File: config.mk
export PLATFORM = sky130hd
export DESIGN_NAME = cmp_modulo_updown
export DESIGN_NICKNAME = d
export VERILOG_FILES = /design/src/rtl/cmp_modulo_updown.sv
export SDC_FILE = /design/constraint.sdc
export NUM_CORES = 1
export LEC_CHECK = 0
export BUFFER_PORTS_ARGS = -buffer_cell sky130_fd_sc_hd__buf_2
export CAP_MARGIN = 40
export CORE_ASPECT_RATIO = 0.7
export CORE_UTILIZATION = 30
export CTS_CLUSTER_DIAMETER = 80
export DETAILED_ROUTE_END_ITERATION = 10
export GPL_ROUTABILITY_DRIVEN = 0
export PLACE_DENSITY = 0.49
export SYNTH_ARGS = -nofsm -noshare
export SYNTH_HDL_FRONTEND = slang
export SYNTH_SLANG_ARGS = --single-unit
File: constraint.sdc
create_clock -name clk_i -period 2.8 [get_ports clk_i]
set_input_delay 0.56 -clock clk_i [delete_from_list [all_inputs] [get_ports clk_i]]
set_output_delay 0.56 -clock clk_i [all_outputs]
set_load 0.03 [all_outputs]
File: src/rtl/cmp_modulo_updown.sv
// cmp_modulo_updown
//   Runtime-programmable modulo counter for timer and display digit chains.
//   Counts 0..modulo_i up or down. At a bound it either wraps or saturates,
//   and it supports a synchronous load that is clamped to modulo_i.
//   tc_o is combinational so a chain can feed tc_o of one stage straight into
//   en_i of the next stage.
//
//   Optional feature: define CMP_WRAP_COUNT_EN to add the wrapCnt_o port and
//   its register. wrapCnt_o counts wrap events and rolls over at its width.
//
// Ports
//   clk_i       clock, rising edge
//   nReset_i    synchronous reset, active-high (the name is historical)
//   en_i        count enable for this cycle
//   up_i        1 = increment, 0 = decrement
//   sat_i       1 = saturate at the bound, 0 = wrap
//   load_i      synchronous load of loadVal_i (has priority over en_i)
//   loadVal_i   value to load, clamped to modulo_i
//   modulo_i    maximum count M; the period is M+1
//   S_o         current count (registered)
//   tc_o        terminal count (combinational)
//   wrap_o      one-cycle pulse, asserted with the post-wrap count
//   atBound_o   high while the counter is held at a bound by saturation
//   wrapCnt_o   wrap event counter (only with CMP_WRAP_COUNT_EN)
module cmp_modulo_updown #(
    parameter int BUS_SIZE      = 8,
    parameter int WRAP_CNT_SIZE = 8
) (
    input  logic                     clk_i,
    input  logic                     nReset_i,
    input  logic                     en_i,
    input  logic                     up_i,
    input  logic                     sat_i,
    input  logic                     load_i,
    input  logic [BUS_SIZE-1:0]      loadVal_i,
    input  logic [BUS_SIZE-1:0]      modulo_i,
    output logic [BUS_SIZE-1:0]      S_o,
    output logic                     tc_o,
    output logic                     wrap_o,
`ifdef CMP_WRAP_COUNT_EN
    output logic                     atBound_o,
    output logic [WRAP_CNT_SIZE-1:0] wrapCnt_o
`else
    output logic                     atBound_o
`endif
);

    logic [BUS_SIZE-1:0] s_q, s_d;
    logic                wrap_q, wrap_d;
    logic                at_bound_q, at_bound_d;
    logic                at_max, at_zero;

    // ">=" rather than "==" so that a modulo lowered below the current count
    // still counts as the top bound.
    assign at_max  = (s_q >= modulo_i);
    assign at_zero = (s_q == '0);

    assign tc_o = en_i & ((up_i & at_max) | (~up_i & at_zero));

    // Next-state logic. The pulse outputs default low, so any cycle without
    // a wrap or saturation event clears them.
    always_comb begin
        s_d        = s_q;
        wrap_d     = 1'b0;
        at_bound_d = 1'b0;
        if (load_i) begin
            s_d = (loadVal_i > modulo_i) ? modulo_i : loadVal_i;
        end else if (en_i) begin
            if (up_i) begin
                if (!at_max) begin
                    // This cannot overflow: s_q at all-ones implies at_max.
                    s_d = s_q + 1'b1;
                end else if (sat_i) begin
                    s_d        = modulo_i;
                    at_bound_d = 1'b1;
                end else begin
                    s_d    = '0;
                    wrap_d = 1'b1;
                end
            end else begin
                if (s_q > modulo_i) begin
                    // The count sits above a modulo that was lowered. Pull it
                    // back into range. This is neither a wrap nor a saturation.
                    s_d = modulo_i;
                end else if (!at_zero) begin
                    s_d = s_q - 1'b1;
                end else if (sat_i) begin
                    s_d        = '0;
                    at_bound_d = 1'b1;
                end else begin
                    s_d    = modulo_i;
                    wrap_d = 1'b1;
                end
            end
        end
    end

    always_ff @(posedge clk_i) begin
        if (nReset_i) begin
            s_q        <= '0;
            wrap_q     <= 1'b0;
            at_bound_q <= 1'b0;
        end else begin
            s_q        <= s_d;
            wrap_q     <= wrap_d;
            at_bound_q <= at_bound_d;
        end
    end

`ifdef CMP_WRAP_COUNT_EN
    logic [WRAP_CNT_SIZE-1:0] wrap_cnt_q, wrap_cnt_d;

    // A load never sets wrap_d, so a load leaves the wrap count unchanged.
    always_comb begin
        wrap_cnt_d = wrap_cnt_q;
        if (wrap_d) begin
            wrap_cnt_d = wrap_cnt_q + 1'b1;
        end
    end

    always_ff @(posedge clk_i) begin
        if (nReset_i) begin
            wrap_cnt_q <= '0;
        end else begin
            wrap_cnt_q <= wrap_cnt_d;
        end
    end

    assign wrapCnt_o = wrap_cnt_q;
`endif

    assign S_o       = s_q;
    assign wrap_o    = wrap_q;
    assign atBound_o = at_bound_q;

endmodule

# Word level (Yosys, flattened, before mapping)
# Cells that the tools add are included.
dict set report word_totals {
  register_bits 10
  latchBits 0
  ram_bits 0
  rom_bits 0
  in_bits 22
  output_inout_bits 11
  memories 0
}
dict set report op_classes {
  addsub 2
  n_mul 0
  div_mod_pow 0
  order_cmp 3
  n_eq_ne 0
  shifts 0
  muxes 19
  n_bitwise 6
  n_reduce_logical 3
}
# op n
set ops {}
lappend ops {{8-bit two-way mux} 9}
lappend ops {{8-bit > comparator} 2}
lappend ops {{1-bit two-way mux} 10}
lappend ops {{8-bit by 1-bit adder with 8-bit output (second input constant)} 1}
lappend ops {{8-bit >= comparator} 1}
lappend ops {{8-bit logical NOT} 1}
lappend ops {{8-bit by 1-bit subtractor with 8-bit output (second input constant)} 1}
lappend ops {{1-bit AND} 3}
lappend ops {{3-bit OR reduction} 1}
lappend ops {{1-bit NOT} 2}
lappend ops {{2-bit nonzero test} 1}
lappend ops {{1-bit bitwise OR} 1}

# Depth between registers and ports, before layout
dict set report logic_depth {
  word_depth 6
  mapped_depth 10
  depth_no_buf 9
}

# Worst setup path before layout
# OpenSTA, ideal clock, no wires.
dict set report synth_path {
  kind {register to output}
  from {register s_q[0], in the netlist S_o[0]}
  to {output port tc_o}
  t_arrival_ns 2.207
  setup_slack_ns 0.033
  path_stages_with_launch 9
  path_buffers 1
  path_cell_list {dfxtp_1 clkbuf_1 inv_1 ha_1 nand4_1 a31oi_1 o21ai_1 o21ai_0 and2_1}
}
dict set report synth_via {
  elab_chain_len 4
  word_cells_on_any_way 6
}
# item line
set synth_lines {}
lappend synth_lines {{start: declaration} 48} ;# logic [BUS_SIZE-1:0] s_q, s_d;
lappend synth_lines {{start signal: assignment} 100} ;# s_q <= '0;
lappend synth_lines {{start signal: assignment} 104} ;# s_q <= s_d;
lappend synth_lines {{8-bit >= comparator / 8-bit logical NOT (equally long branches)} {55, 56}}
lappend synth_lines {{1-bit AND} 58} ;# assign tc_o = en_i & ((up_i & at_max) | (~up_i & at_zero));
lappend synth_lines {{1-bit bitwise OR *} 58}
lappend synth_lines {{1-bit AND *} 58}
lappend synth_lines {{end: declaration} 38} ;# output logic tc_o,
# Every way passes the cells marked *; elsewhere a longest branch is shown, timed or not.

# Final worst setup path
dict set report layout_path {
  from {input port modulo_i[1]}
  to {output port tc_o}
}
dict set report layout_via {
  elab_chain_len 4
}
# item line
set layout_lines {}
lappend layout_lines {{start: declaration} 36} ;# input logic [BUS_SIZE-1:0] modulo_i,
lappend layout_lines {{8-bit >= comparator} 55} ;# assign at_max = (s_q >= modulo_i);
lappend layout_lines {{1-bit AND} 58}
lappend layout_lines {{1-bit bitwise OR} 58}
lappend layout_lines {{1-bit AND} 58}
# No other way between the ends.

==> reports/results.txt <==
Post-route ant nets -> 0
Mapped Cells -> 175
CP required -> 2.24 ns
Fin crit period -> 2.656 ns
Initial antenna violation count -> 0
RR Startpoint -> S_o[7]
Hold Crit Class -> in -> reg
Share of cells above drive strength 1 -> 0.2817
Maxcap violations -> 0
WL/cell -> 15.57 microns
Leak -> 0.0007775 uW
Post_cts resized -> 0
Power density cells -> 436.2 nW/um^2
Distinct cells, synth -> 48
Endpoint class of the critical path -> output port
# DRC -> 0
Main synth FF type -> dfxtp_1
Post-synthesis sequential area ratio -> 0.1439
Synth area leader -> ha_1
Worst R2R Path Depth -> 7
Row count -> 20
Clk root buf -> clkbuf_8
Clock tree from TritonCTS -> built
Cts hold-fix bufs -> 0
Sum Neg Setup Slack -> 0 ns
Layout area overhead -> 23.38%
Hold Slack -> 0.5602 ns
Max IR drop VDD -> 0.1818 mV
Worst slew pin tran -> 0.5348 ns
Gr ovfl total -> 0
Postcts setup bufs -> 0
Worst Path Arrival -> 2.10 ns
Via count -> 1452
Htree depth -> 1
Synthesized area per cell -> 7.950 sq um
Cell area after synthesis -> 1391 sq um
Setup crit start -> modulo_i[1]
Max-slew headroom -> 0.6430
Final Hold Viols -> 0
Largest net degree at the start of global routing -> 14
Initial drt markers -> 80
Synthesized Nets -> 216
Hold Path Origin -> sat_i
Crit path kind -> in -> out
Fin Clk Skew -> 0.006401 ns
Post-synthesis async set-or-reset flop share -> 0
Overall global routing resource usage -> 0.1829
First-pass GRT wire length -> 7058 microns
Vias in the first global route -> 1420
RSZ-0062 raised after global routing -> false
Routed WL -> 4173 microns
Worst-skew pair later-pin latency -> 0.24 ns
Vias per cell -> 5.418
ANT cells -> 0
Buffer levels on the longest clock path -> 2
Startpoint Class -> primary input
Hpwl dp -> 3461 microns
Die W -> 83.40 microns
Initial core utilization -> 0.3159
Post-synth top area share -> 0.1709
Total die area -> 4918 sq um
Drt pass-1 iters -> 4
Core area -> 4404 sq um
Synth warnings -> 0
# IOs -> 33
Max Freq -> 376.6 MHz
#FFs+latches synth -> 10
Final Setup Violations -> 0
Die height -> 58.98 microns
Status -> finished clean
Clock slew at reported path FFs -> 0.05 ns
Crit share post-route -> 0.9484
Clock sinks -> 10
Cts bufs inserted -> 3
Layout Nets -> 255
Crit path max fanout -> 3
Hold depth -> 2
I/O Buffers -> 32
Post-synth EDFFs -> 0
Largest cells by area after synthesis -> ha_1, dfxtp_1, xor2_1
Slew Limit Fails -> 0
[cell type report]
type / count / area, sq um
multi-input combinational: 142 / 1097
timing repair buffer: 43 / 242.7
sequential: 10 / 200.2
tap: 55 / 68.82
inverter: 14 / 52.55
fill: 450 / 2688
clock buffer: 4 / 55.05
[metal layers]
layer	GRT usage	vias up	routed length, microns
li1	-	732	-
met1	0.2760	670	2217
met2	0.2623	46	1632
met3	0.03760	4	294
met4	0.04680	0	28
met5	0	-	0
[report_power, final]
part / switching [uW] / internal [uW]
Combinational: 238 / 157
Clock: 66.6 / 124
Sequential: 7.30 / 156
Total: 312 / 437
[worst paths after layout]
check,end,slack [ns]
worst max-delay path,tc_o,0.14
worst max register to register,S_o[6],0.61
worst min-delay path,wrap_o,0.56
worst min register to register,S_o[7],0.67
[placed cells by master, fill, tap and decap left out, types with 2 or more instances in the layout]
cell	n
a2111oi_0	2
a2111oi_2	3
a211o_1	2
a21oi_1	10
a221oi_1	3
a221oi_2	2
buf_2	32
buf_4	11
clkbuf_8	4
dfxtp_1	10
ha_1	19
inv_1	14
mux2i_1	5
nand2_1	7
nand3_1	9
nand4_1	4
nor2_1	16
nor2b_1	3
nor3_1	7
nor3b_1	2
o21ai_0	9
o21ai_1	3
o22ai_1	2
xnor2_1	4
xor2_1	8
[logic make-up after synthesis]
group,after synthesis,synth area share
xor+xnor,12,0.07554
fa+ha+maj,19,0.1709
simple gates,55,0.2077
mux,6,0.04407
compound gates,50,0.2860
flops,10,0.1439
buf+inv,23,0.07194
[state kept, by name (all words and copies together), names as in the netlist]
signal and count:
S_o 8, atBound_o 1, wrap_o 1
[synthesized netlist by cell type, drive strengths merged (2+ instances only)]
library cell   n
clkbuf         4
nand2          7
nand4          4
nor3b          2
xor2           8
o22ai          3
mux2i          5
and3           2
a21oi         10
nor2b          3
a211o          2
o21ai         12
inv           14
nor3           7
dfxtp         10
o211ai         2
buf            5
a221oi         5
ha            19
a31oi          2
xnor2          4
a2111oi        5
nand3         10
nor2          16
[metrics by stage]
step           worst slack, ns  cell area, sq um    util  instances  total power (uW)
6_report                0.1445              1717  0.3898        268             748.8
5_1_grt                0.01276              1717  0.3898        268             803.7
4_1_cts                 0.1308              1710  0.3884        268             749.4
3_5_place_dp            0.1379              1655  0.3759        264             555.9
3_3_place_gp            0.1373              1655  0.3759        264             565.0
2_1_floorplan          0.03298              1391       -        175             440.3
[critical path: stages]
cell and delay, ns:
buf_2 0.11, inv_1 0.06, ha_1 0.30, nor2b_1 0.14, o211ai_2 0.17, a31oi_2 0.13
o21ai_1 0.20, o21ai_0 0.10, and2_1 0.15, buf_2 0.17
No activity file was read; power rests on OpenSTA's default activity.
